==> src/rtl/seg_hex.sv <==
// Two-digit hex decoder for a seven-segment pair, segments {dp,g,f,e,d,c,b,a} active high.
// Purely combinational; no flow control.
module seg_hex (
    input  logic [7:0] value,
    output logic [7:0] seg_1,
    output logic [7:0] seg_0
);

    function automatic logic [7:0] digit(input logic [3:0] n);
        logic [7:0] s;
        case (n)
            4'h0: s = 8'h3F;
            4'h1: s = 8'h06;
            4'h2: s = 8'h5B;
            4'h3: s = 8'h4F;
            4'h4: s = 8'h66;
            4'h5: s = 8'h6D;
            4'h6: s = 8'h7D;
            4'h7: s = 8'h07;
            4'h8: s = 8'h7F;
            4'h9: s = 8'h6F;
            4'hA: s = 8'h77;
            4'hB: s = 8'h7C;
            4'hC: s = 8'h39;
            4'hD: s = 8'h5E;
            4'hE: s = 8'h79;
            default: s = 8'h71;
        endcase
        return s;
    endfunction

    assign seg_1 = digit(value[7:4]);
    assign seg_0 = digit(value[3:0]);

endmodule

==> config.mk <==
export PLATFORM = sky130hd
export DESIGN_NAME = seg_hex
export DESIGN_NICKNAME = d
export VERILOG_FILES = /design/src/rtl/seg_hex.sv
export SDC_FILE = /design/constraint.sdc
export NUM_CORES = 1
export LEC_CHECK = 0
export BUFFER_PORTS_ARGS = -buffer_cell sky130_fd_sc_hd__buf_2
export CAP_MARGIN = 20
export CORE_AREA = 2 2 46 48
export DETAILED_ROUTE_END_ITERATION = 6
export DIE_AREA = 0 0 48 50
export SETUP_SLACK_MARGIN = 0.2
export SYNTH_ARGS = -nofsm -noshare
export SYNTH_HDL_FRONTEND = slang
export SYNTH_SLANG_ARGS = --single-unit
==> constraint.sdc <==
create_clock -name vclk -period 1.58
set_input_delay 0.079 -clock vclk [all_inputs]
set_output_delay 0.079 -clock vclk [all_outputs]
set_load 0.1 [all_outputs]
==> flow_summary.toml <==
[worst_setup_path]
worst-path-max-fanout = 4
crit_chain = "buf_4 -> inv_2 -> ha_4 -> inv_1 -> mux4_2 -> clkinvlp_4 -> buf_12"
cp_num_buf_inv = 5
critPathMaxStageDelay_ns = 0.47
crit_arrival_ns = 1.29
endpoint_kind = "output port"
slowest_stage = "mux4_2"
crit_start = "value[4]"
crit_required_ns = 1.50
crit_family = "buffers and inverters"
cp-start-kind = "input pin"
crit_type = "input pin to output port"

[layout]
multiInputGateArea_um2 = 583.1
antenna_cells = 0
n_fill_cell = 178
final_core_util_pct = 50.86
seq_area_um2 = 0
drive_gt1_share_pct = 50.54
final_nets = 117
clkbuf_count = 0
instances_no_fill = 120
design.seq.count = 0
layout-area-overhead-vs-synth_pct = 80.61

[synthesis]
synth_top_family_by_area = "adder cells"
avgSynthCellArea_um2 = 7.336
yosys_warnings = 0
synth_xor_area_share_pct = 0
ys_seq_area_share_pct = 0
syn_inst = 73
synth.largest_area_cell = "ha_1"
synth_top_cell_area_share_pct = 32.71
muxShareOfSynthArea_pct = 10.75
synth_compound_area_share_pct = 22.66
syn_area_um2 = 535.5
synthDistinctLibCells = 28
synthAdderAreaFrac_pct = 32.71
yosys.area_share.simple_pct = 20.09
synthTopCellsByArea = "ha_1 33%, nand2b_1 5.8%, a21oi_1 5.6%"

[place]
post-place-cells = 119
gp_congestion = 0.8369
hpwlAfterDp_mm = 1.105
io_buffers = 22

[run]
maxCapViolCount = 0

[hold_path]
worstHoldStart = "value[2]"
hold-path-cell-count = 3
hp-class = "input pin to output port"
holdPathEnd = "seg_0[5]"

[global_routing]
grt_antenna_before_repair = 0
grt_pass1_vias = 506
grt_max_degree = 14
grt-ovfl-total = 0
grt_pass1_wl_mm = 2.249
grt_usage_pct = 11.95

[pwr]
vdd_drop_max_uv = 266.1
leakage_nw = 0.4295
cellPowerDensity_nw_per_um2 = 569.9

[drt]
via_per_inst = 4.583
vias = 550
wl_per_cell_um = 11.00
drc = 0
drt_iter0_drc = 8
drt-total-wl_mm = 1.320
ant_nets = 0
dr.pass1.iters = 3

[sta]
finalSetupViolCount = 0
fmax_mhz = 731.0
grt_setup_unrepaired = "true"
final-max-slew-violation-count = 0
finalHoldViolCount = 0
post-route-period-util_pct = 86.58
fin_crit_ns = 1.368

[floorplanning]
dieArea_um2 = 2400
initial_core_util_pct = 28.16
fp-row-count = 16
die_h_um = 50
coreArea_um2 = 1902
die_x_um = 48
ios = 24

[run_status]
status = "completed"
repair_timing:
item | in CTS | in global routing
gates resized for setup | 7 | 10
pin swaps | 1 | 0
hold endpoints to repair | 0 | 0
endpoints found under the setup margin | 3 | 4
hold buffers | 0 | 0
gates cloned | 0 | 0
buffers inserted | 1 | 0
kinds of logic (layout without fill, tap and decap cells):
kind of cell               after synthesis  count (layout)
buffers and inverters                   14              33
and+or+nand+nor                         21              21
muxes                                    4               4
AOI/OAI and AO/OA                       19              19
other                                    1               2
adders and majority gates               14              14
cell type report:
class | count | share of cell area (%)
repair buffers | 24 | 32.08
inverters | 9 | 4.140
multi-input cells | 60 | 60.28
well taps | 27 | 3.493
where the power goes:
part           switching [mW]  total (mW)  internal (mW)
clock                       0           0              0
sequential                  0           0              0
combinational           0.371       0.551          0.180
total                   0.371       0.551          0.180
how the worst max path moves through the flow:
| stage | slack, ns | endpoint | depth (start not counted) |
|---|---|---|---|
| finish | 0.21 | seg_1[3] | 7 |
| global route | 0.17 | seg_1[3] | 7 |
| CTS | 0.19 | seg_1[3] | 7 |
| detailed placement | 0.12 | seg_1[3] | 7 |
| global placement | 0.16 | seg_1[3] | 7 |
| floorplan | -0.30 | seg_0[3] | 5 |
worst min-delay path: cells and delay by family:
kind | cells | cell delay, ns
compound gates | 1 | 0.08
buf+inv | 2 | 0.33
synth_stat cells, drive strengths merged (2+ instances only):
cell type	instances
ha	14
inv	9
a21oi	7
buf	5
nand2b	5
nor2	5
o21ai	4
nand2	3
nor2b	3
a22oi	2
a31oi	2
mux2i	2
nor3	2
layer usage:
layer | GRT usage [%] | up-vias | wire (um)
met5 | 0 | - | 0
met4 | 0 | 0 | 0
met3 | 0 | 0 | 34
met2 | 21.33 | 10 | 724
met1 | 16.56 | 257 | 561
li1 | - | 283 | -
layout by cell type, fill, tap and decap left out, types with 4 or more instances in the layout:
cell type and count:
buf_2 6, inv_2 4, nor2_1 5, nand2b_1 5, ha_1 12, buf_4 5, buf_12 11, a21oi_4 4
metrics by stage:
stage / cell area, um2 / setup TNS (ns) / power, mW / setup slack [ns] / hold slack, ns
finish: 967.2 / 0 / 0.5512 / 0.2120 / 0.5623
detailed placement: 907.1 / 0 / 0.5334 / 0.1205 / 0.5642
floorplan: 626.9 / -0.3031 / 0.3802 / -0.3031 / 0.3196
global placement: 907.1 / 0 / 0.5271 / 0.1561 / 0.5661
CTS: 927.1 / 0 / 0.5411 / 0.1907 / 0.5659
global route: 967.2 / 0 / 0.5755 / 0.1657 / 0.5901
Power figures use the tool's default switching activity.
